$ cat config.mk
export PLATFORM = sky130hd
export DESIGN_NAME = alu_result_sender
export DESIGN_NICKNAME = d
export VERILOG_FILES = /design/src/rtl/alu_pkg.sv /design/src/rtl/alu_result_sender.sv
export SDC_FILE = /design/constraint.sdc
export NUM_CORES = 1
export LEC_CHECK = 0
export BUFFER_PORTS_ARGS = -buffer_cell sky130_fd_sc_hd__buf_4
export CELL_PAD_IN_SITES_DETAIL_PLACEMENT = 0
export CELL_PAD_IN_SITES_GLOBAL_PLACEMENT = 2
export CORE_UTILIZATION = 28
export CTS_CLUSTER_DIAMETER = 200
export CTS_CLUSTER_SIZE = 40
export DETAILED_ROUTE_END_ITERATION = 10
export PLACE_DENSITY = 0.74
export SLEW_MARGIN = 25
export SYNTH_ARGS = -nofsm -noshare
export SYNTH_HDL_FRONTEND = slang
export SYNTH_SLANG_ARGS = --single-unit
$ cat constraint.sdc
create_clock -name clk -period 1.9 [get_ports clk]
set_clock_uncertainty 0.1 [all_clocks]
set_input_delay 0.19 -clock clk [delete_from_list [all_inputs] [get_ports clk]]
set_output_delay 0.19 -clock clk [all_outputs]
set_load 0.01 [all_outputs]
$ cat src/rtl/alu_pkg.sv
// Shared types and constants for the ALU result path: FSM state encoding,
// byte width and drop-counter width.
package alu_pkg;

  typedef enum logic [1:0] {
    IDLE = 2'd0,
    SEND = 2'd1,
    CHK  = 2'd2
  } state_e;

  localparam int BYTE_W     = 8;
  localparam int DROP_CNT_W = 8;

endpackage

$ cat src/rtl/alu_result_sender.sv
// Captures one ALU result at a time and streams it LSB-byte-first to the UART TX FIFO.
// Optional trailing XOR checksum byte when ALU_SENDER_CHKSUM_EN is defined.
module alu_result_sender
  import alu_pkg::*;
#(
  parameter int OUT_WIDTH = 16
) (
  input  logic                  clk,
  input  logic                  rst,
  input  logic [OUT_WIDTH-1:0]  alu_out,
  input  logic                  alu_valid,
  output logic [BYTE_W-1:0]     tx_data,
  output logic                  tx_valid,
  input  logic                  tx_ready,
  output logic                  busy,
  output logic [DROP_CNT_W-1:0] drop_cnt,
  input  logic                  drop_clr
);

  localparam int NBYTES = OUT_WIDTH / BYTE_W;
  localparam int IDX_W  = (NBYTES > 1) ? $clog2(NBYTES) : 1;
  localparam logic [IDX_W-1:0]      LAST_IDX = IDX_W'(NBYTES - 1);
  localparam logic [DROP_CNT_W-1:0] DROP_MAX = '1;

  // Handshake: a byte transfers on a rising edge where tx_valid && tx_ready;
  // tx_valid never drops and tx_data never changes until that transfer happens.
  state_e                  state_q, state_d;
  logic [IDX_W-1:0]        idx_q, idx_d;
  logic [OUT_WIDTH-1:0]    hold_q, hold_d;
  logic                    tx_valid_q, tx_valid_d;
  logic                    busy_q, busy_d;
  logic [DROP_CNT_W-1:0]   drop_q, drop_d;
  logic                    accept;
  logic [BYTE_W-1:0]       data_byte;

  always_ff @(posedge clk or negedge rst) begin
    if (!rst) begin
      state_q    <= IDLE;
      idx_q      <= '0;
      hold_q     <= '0;
      tx_valid_q <= 1'b0;
      busy_q     <= 1'b0;
      drop_q     <= '0;
    end else begin
      state_q    <= state_d;
      idx_q      <= idx_d;
      hold_q     <= hold_d;
      tx_valid_q <= tx_valid_d;
      busy_q     <= busy_d;
      drop_q     <= drop_d;
    end
  end

  assign accept    = tx_valid_q && tx_ready;
  assign data_byte = hold_q[{idx_q, 3'b000} +: BYTE_W];

  always_comb begin
    state_d    = state_q;
    idx_d      = idx_q;
    hold_d     = hold_q;
    tx_valid_d = tx_valid_q;
    busy_d     = busy_q;
    case (state_q)
      IDLE: begin
        if (alu_valid) begin
          hold_d     = alu_out;
          idx_d      = '0;
          tx_valid_d = 1'b1;
          busy_d     = 1'b1;
          state_d    = SEND;
        end
      end
      SEND: begin
        if (accept) begin
          if (idx_q == LAST_IDX) begin
`ifdef ALU_SENDER_CHKSUM_EN
            state_d    = CHK;
`else
            state_d    = IDLE;
            tx_valid_d = 1'b0;
            busy_d     = 1'b0;
            idx_d      = '0;
`endif
          end else begin
            idx_d = idx_q + IDX_W'(1);
          end
        end
      end
`ifdef ALU_SENDER_CHKSUM_EN
      CHK: begin
        if (accept) begin
          state_d    = IDLE;
          tx_valid_d = 1'b0;
          busy_d     = 1'b0;
          idx_d      = '0;
        end
      end
`endif
      default: state_d = IDLE;
    endcase
  end

  // A result arriving while a frame is in flight (including its final accept edge) is dropped.
  always_comb begin
    drop_d = drop_q;
    if (drop_clr) begin
      drop_d = '0;
    end else if (alu_valid && busy_q && (drop_q != DROP_MAX)) begin
      drop_d = drop_q + DROP_CNT_W'(1);
    end
  end

`ifdef ALU_SENDER_CHKSUM_EN
  logic [BYTE_W-1:0] chk_byte;

  always_comb begin
    chk_byte = '0;
    for (int i = 0; i < NBYTES; i++) begin
      chk_byte = chk_byte ^ hold_q[i*BYTE_W +: BYTE_W];
    end
  end

  always_comb begin
    tx_data = '0;
    if (tx_valid_q) begin
      tx_data = (state_q == CHK) ? chk_byte : data_byte;
    end
  end
`else
  assign tx_data = tx_valid_q ? data_byte : '0;
`endif

  assign tx_valid = tx_valid_q;
  assign busy     = busy_q;
  assign drop_cnt = drop_q;

endmodule

==> impl_metrics.json, run 1 <==
{
  "cpMaxStageDelayCell": "or4_1",
  "fillers": 412,
  "crit_path_cell_trace": "ha_2 -> and3_4 -> a21o_4 -> or4_1 -> a21oi_2",
  "finalCritPeriodShare_pct": 95.00,
  "worstSetupPathType": "reg -> reg",
  "end_kind": "flip-flop",
  "period_minus_slack_ps": 1805,
  "ctsLongestPathBuffers": 2,
  "rows": 23,
  "power_switching_mw": 0.7125,
  "num-nets-final": 171,
  "portBuffers": 38,
  "die_x_um": 68.95,
  "power_leakage_nw": 0.7760,
  "grtUsageTotal_pct": 12.13,
  "coreArea_um2": 4144,
  "cp_top_family": "simple AND/OR/NAND/NOR gates",
  "ys_warn_count": 0,
  "globalRouteOverflowTotal": 0,
  "drtPass1Iterations": 4,
  "drive_gt1_share_pct": 47.30,
  "synth_edf_count": 0,
  "crit_buf_inv": 0,
  "grt_max_degree": 27,
  "synth.top_cell.area_share_pct": 51.84,
  "cp_slowest_stage_delay_ps": 490,
  "final_area_um2": 1713,
  "critPathMaxFanout": 7,
  "ys_types": 28,
  "synth_nets": 126,
  "place_area_um2": 1618,
  "syn_area_per_cell_um2": 12.07,
  "ys_seq_elements": 26,
  "dp.cells": 192,
  "drtIter0Drc": 27,
  "numCtsBuffers": 3,
  "synthFlopType": "dfrtp_1",
  "required_ps": 2000,
  "die_y_um": 68.95,
  "synthTopCellsByArea": "dfrtp_1 52%, mux2_2 14%, mux2i_1 7.2%, nor2b_1 4.5%, xnor2_1 2.1%",
  "drc": 0,
  "synth-seq-area-share_pct": 51.84,
  "seqPwrFrac_pct": 36.0,
  "synth.cell_area_um2": 1255,
  "fin_tns_setup_ps": 0,
  "clkLatencyLatePin_ps": 270,
  "arrival_ps": 1910,
  "fmax_ghz": 0.5540,
  "root_buffer": "clkbuf_8",
  "slew_headroom_pct": 65.97,
  "io_pins": 39,
  "path_clk_slew_ps": 90,
  "syn_inst": 104,
  "rsz0062_at_grt": "false",
  "p_sw_share_pct": 30.11,
  "vias_per_cell": 4.737,
  "startpoint_type": "flip-flop",
  "grt_pass1_wl_um": 4209,
  "finalSetupViolations": 0,
  "intPower_mw": 1.654,
  "clock-sinks": 26,
  "antenna_cells": 0,
  "wl_um": 2553,
  "fin_util_pct": 41.33,
  "htree_levels": 1,
  "instances_no_fill": 198,
  "slew_viol_final": 0,
  "min_path_type": "in -> reg",
  "postRouteAntennaNets": 0,
  "cts_tree": "built",
  "ir_drop_mv": 0.4595,
  "synth_common_cells": "26 x dfrtp_1, 16 x mux2_2, 9 x mux2i_1, 9 x nor2b_1, 6 x nor2_1",
  "via_count": 938,
  "grt_pass1_vias": 954,
  "dieArea_um2": 4753,
  "netlist.top_cell.by_area": "dfrtp_1",
  "p_clk_share_pct": 19.1,
  "hold_violations": 0,
  "area_growth_pct": 36.49,
  "p_per_area_nw_per_um2": 1381,
  "hpwl_um": 1952,
  "gp_congestion": 0.7675,
  "wire_per_inst_um": 12.89,
  "worstMarginPinSlew_ps": 497.5,
  "drv_cap": 0,
  "hold_slack_ps": 24.48,
  "grt_antenna_before_repair": 0,
  "synth.most_common_cell": "dfrtp_1",
  "synthArstFlopShare_pct": 100.0,
  "outcome": "finished, final reports clean",
  "initial_core_util_pct": 30.28,
  "pwr-share-comb_pct": 44.8
}
## stage by stage
step	total power, mW	worst slack, ps
after floorplan	1.499	67.82
after global placement	1.915	115.4
after detailed placement	1.944	42.75
after CTS	2.404	38.83
after global routing	2.552	18.54
final	2.366	94.93
## worst reg2reg max path: cells and delay by family, from the launching register on
kind	cells	cell delay (ps)
AO/OA/AOI/OAI	2	380
adder cells (fa/ha/maj)	1	200
flip-flops	1	390
AND/OR/NAND/NOR	2	670
## worst paths after layout
kind | endpoint | cells after the start | slack, ps | from
worst max-delay path | drop_cnt[5] | 5 | 90 | drop_cnt[0]
worst min-delay path | drop_cnt[5] | 2 | 20 | drop_clr
worst max register to register | drop_cnt[5] | 5 | 90 | drop_cnt[0]
worst min register to register | hold_q[6] | 1 | 410 | hold_q[6]
max in group asynchronous | drop_cnt[3] | 2 | 1190 | rst
min in group asynchronous | hold_q[13] | 2 | 260 | rst
## final cells by class
type | instances | area [um2] | area share (%)
clock inverter | 1 | 30.03 | 1.753
timing repair buffer | 46 | 347.8 | 20.31
sequential | 26 | 650.6 | 37.98
multi-input combinational | 70 | 573.1 | 33.46
clock buffer | 3 | 41.29 | 2.411
tap | 50 | 62.56 | 3.652
inverter | 2 | 7.507 | 0.4383
## power by group through the flow
stage / Sequential (mW) / Clock [mW] / Combinational, mW
6_report: 0.852 / 0.453 / 1.06
5_1_grt: 0.889 / 0.489 / 1.17
4_1_cts: 0.859 / 0.469 / 1.08
3_5_place_dp: 0.872 / 0 / 1.07
3_3_place_gp: 0.856 / 0 / 1.06
2_1_floorplan: 0.867 / 0 / 0.632
## what timing repair did
action | CTS | global route
buffers inserted | 0 | 1
endpoints found under the setup margin | 0 | 1
endpoints found under the hold margin | 26 | 0
hold buffers | 1 | 0
gates resized for setup | 0 | 2
## sequential cells by signal, summed over array words and instances, names as in the netlist
signal and flops:
drop_cnt 8, hold_q 16, idx_q 1, busy 1
## cells in the final DEF, fill, tap and decap left out, types with 2 or more instances in the layout
cell type  netlist  layout
nor2_1           6       6
dfrtp_1         26      26
nand3_1          2       2
o31ai_1          2       2
xor2_1           2       2
mux2i_1          9       9
buf_4            1      45
clkbuf_8         0       3
or4_1            2       2
a21oi_1          3       2
inv_1            2       2
xnor2_1          3       3
nand2_1          4       4
o21ai_0          2       2
mux2_2          16      16
nor2b_1          9       9
## metal layers
metal	GRT usage, %	up-vias	share of wire [%]	routed length (um)
met3	2.138	4	6.0	154
met4	4.592	0	1.2	31
li1	-	457	-	-
met2	21.48	22	51	1291
met1	14.48	455	42	1076
met5	0	-	0	0
## kinds of logic after synthesis
logic type	count (synthesis)	synth area share, %
AOI/OAI and AO/OA	11	6.181
xor gates and xnor gates	5	3.490
adders and majority gates	1	0.9968
buffers and inverters	8	2.991
DFF	26	51.84
muxes	25	21.54
and+or+nand+nor	28	12.96
(Power assumes the default switching activity.)
==> run 2, diff against run 1 <==
--- a/config.mk
+++ b/config.mk
@@ -8,6 +8,7 @@
 export BUFFER_PORTS_ARGS = -buffer_cell sky130_fd_sc_hd__buf_4
 export CELL_PAD_IN_SITES_DETAIL_PLACEMENT = 0
 export CELL_PAD_IN_SITES_GLOBAL_PLACEMENT = 2
+export CORE_MARGIN = 8
 export CORE_UTILIZATION = 28
 export CTS_CLUSTER_DIAMETER = 200
 export CTS_CLUSTER_SIZE = 40
==> constraint.sdc (replaced) <==
create_clock -name clk -period 1.9 [get_ports clk]
set_clock_uncertainty 0.1 [all_clocks]
set_input_delay 0.38 -clock clk [delete_from_list [all_inputs] [get_ports clk]]
set_output_delay 0.38 -clock clk [all_outputs]
set_load 0.01 [all_outputs]
==> impl_metrics.json, run 2 (synthesis gave the netlist of run 1 again) <==
{
  "ctsLongestPathBuffers": 2,
  "postRouteAntennaNets": 0,
  "fin_tns_setup_ps": 0,
  "area_growth_pct": 32.70,
  "grtUsageTotal_pct": 8.260,
  "outcome": "finished, final reports clean",
  "finalCritPeriodShare_pct": 95.29,
  "grt_max_degree": 27,
  "grt_antenna_before_repair": 0,
  "drtPass1Iterations": 2,
  "hold_end": "busy",
  "min_from": "tx_ready",
  "top_register": "hold_q",
  "startpoint_type": "flip-flop",
  "die_x_um": 82.95,
  "hold_slack_ps": 212.1,
  "cpMaxStageDelayCell": "or4_1",
  "reg2reg_depth": 5,
  "crit_path_cell_trace": "ha_1 -> and3_4 -> a21o_4 -> or4_1 -> a21oi_1",
  "hpwl_um": 2232,
  "fmax_ghz": 0.5523,
  "gp_congestion": 0.7865,
  "grt_pass1_vias": 944,
  "path_clk_slew_ps": 90,
  "vias_per_cell": 4.584,
  "worstSetupPathType": "reg -> reg",
  "io_pins": 39,
  "via_count": 903,
  "required_ps": 2000,
  "final_common_cell": "buf_4",
  "wire_per_inst_um": 14.96,
  "cts_tree": "built",
  "hold_violations": 0,
  "root_buffer": "clkbuf_8",
  "dieArea_um2": 6880,
  "finalSetupViolations": 0,
  "gr-usage-met2_pct": 12.45,
  "coreArea_um2": 4324,
  "worstMarginPinSlew_ps": 506.7,
  "min_path_type": "in -> reg",
  "drc": 0,
  "die_y_um": 82.95,
  "antenna_cells": 0,
  "arrival_ps": 1910,
  "reg2reg_from": "drop_cnt[1]",
  "slew_headroom_pct": 65.35,
  "ff2ff_setup_slack_ps": 90,
  "cp_slowest_stage_delay_ps": 480,
  "initial_core_util_pct": 29.02,
  "drv_cap": 0,
  "numCtsBuffers": 3,
  "power_leakage_nw": 0.7529,
  "slew_viol_final": 0,
  "hold_path_depth": 2,
  "p_per_area_nw_per_um2": 1322,
  "ir_drop_mv": 0.3292,
  "rsz0062_at_grt": "false",
  "drtIter0Drc": 25,
  "drive_gt1_share_pct": 45.52,
  "clock-sinks": 26,
  "portBuffers": 38,
  "rows": 24,
  "wl_um": 2948,
  "largest_reg_flops": 16,
  "clkLatencyLatePin_ps": 260,
  "htree_levels": 1,
  "critPathMaxFanout": 3,
  "grt-busiest-layer": "met2",
  "globalRouteOverflowTotal": 0,
  "grt_use_met1_pct": 10.70,
  "mostFrequentLayoutCells": "43 x buf_4, 25 x dfrtp_1, 16 x mux2_2",
  "period_minus_slack_ps": 1811,
  "grt_pass1_wl_um": 4761,
  "r2r_end": "drop_cnt[5]",
  "end_kind": "flip-flop",
  "grt.met3_usage_pct": 3.027,
  "num-nets-final": 169
}
[run 2: final cells by class]
cell class	count	area (um2)
tap	52	65.06
clock buffer	3	41.29
multi-input combinational	70	566.8
inverter	2	7.507
sequential	26	651.9
fill	425	2659
timing repair buffer	44	332.8
[run 2: how the worst max path moves through the flow]
stage,startpoint,endpoint,cells past startpoint
after floorplan,drop_cnt[0],drop_cnt[5],5
final,drop_cnt[1],drop_cnt[5],5
after CTS,drop_cnt[0],drop_cnt[5],5
after detailed placement,drop_cnt[0],drop_cnt[5],5
after global routing,drop_cnt[1],drop_cnt[5],5
after global placement,drop_cnt[0],drop_cnt[5],5
[run 2: stage by stage]
step	setup slack, ps	std cells	instance area [um2]	utilization, %	total power [mW]
6_report	89.41	197	1665	38.51	2.201
5_1_grt	5.343	197	1665	38.51	2.368
4_1_cts	32.65	195	1650	38.17	2.234
3_5_place_dp	41.37	191	1598	36.95	1.926
3_3_place_gp	105.8	191	1598	36.95	1.888
2_1_floorplan	67.82	104	1255	-	1.499
[run 2: worst max-delay path, delay by kind of cell (launching register included)]
kind | cells | cell delay, ps
compound gates | 2 | 360
fa+ha+maj | 1 | 220
flops | 1 | 400
simple gates | 2 | 670
[run 2: power by group]
part           leakage [nW]  switching (mW)  internal [mW]
sequential            0.321           0.158          0.761
combinational         0.410           0.397          0.587
clock                0.0216           0.157          0.142
[run 2: timing repair]
item                                    CTS  global route
endpoints found under the setup margin    8             1
buffers inserted                          0             2
hold buffers                              1             0
gates resized for setup                   1             0
hold endpoints to repair                 26             0
[run 2: metal layers]
| metal | part of all wire [%] | wire length [um] |
|---|---|---|
| met1 | 48 | 1413 |
| met2 | 45 | 1319 |
| met3 | 6.9 | 202 |
| met4 | 0.44 | 13 |
| met5 | 0 | 0 |
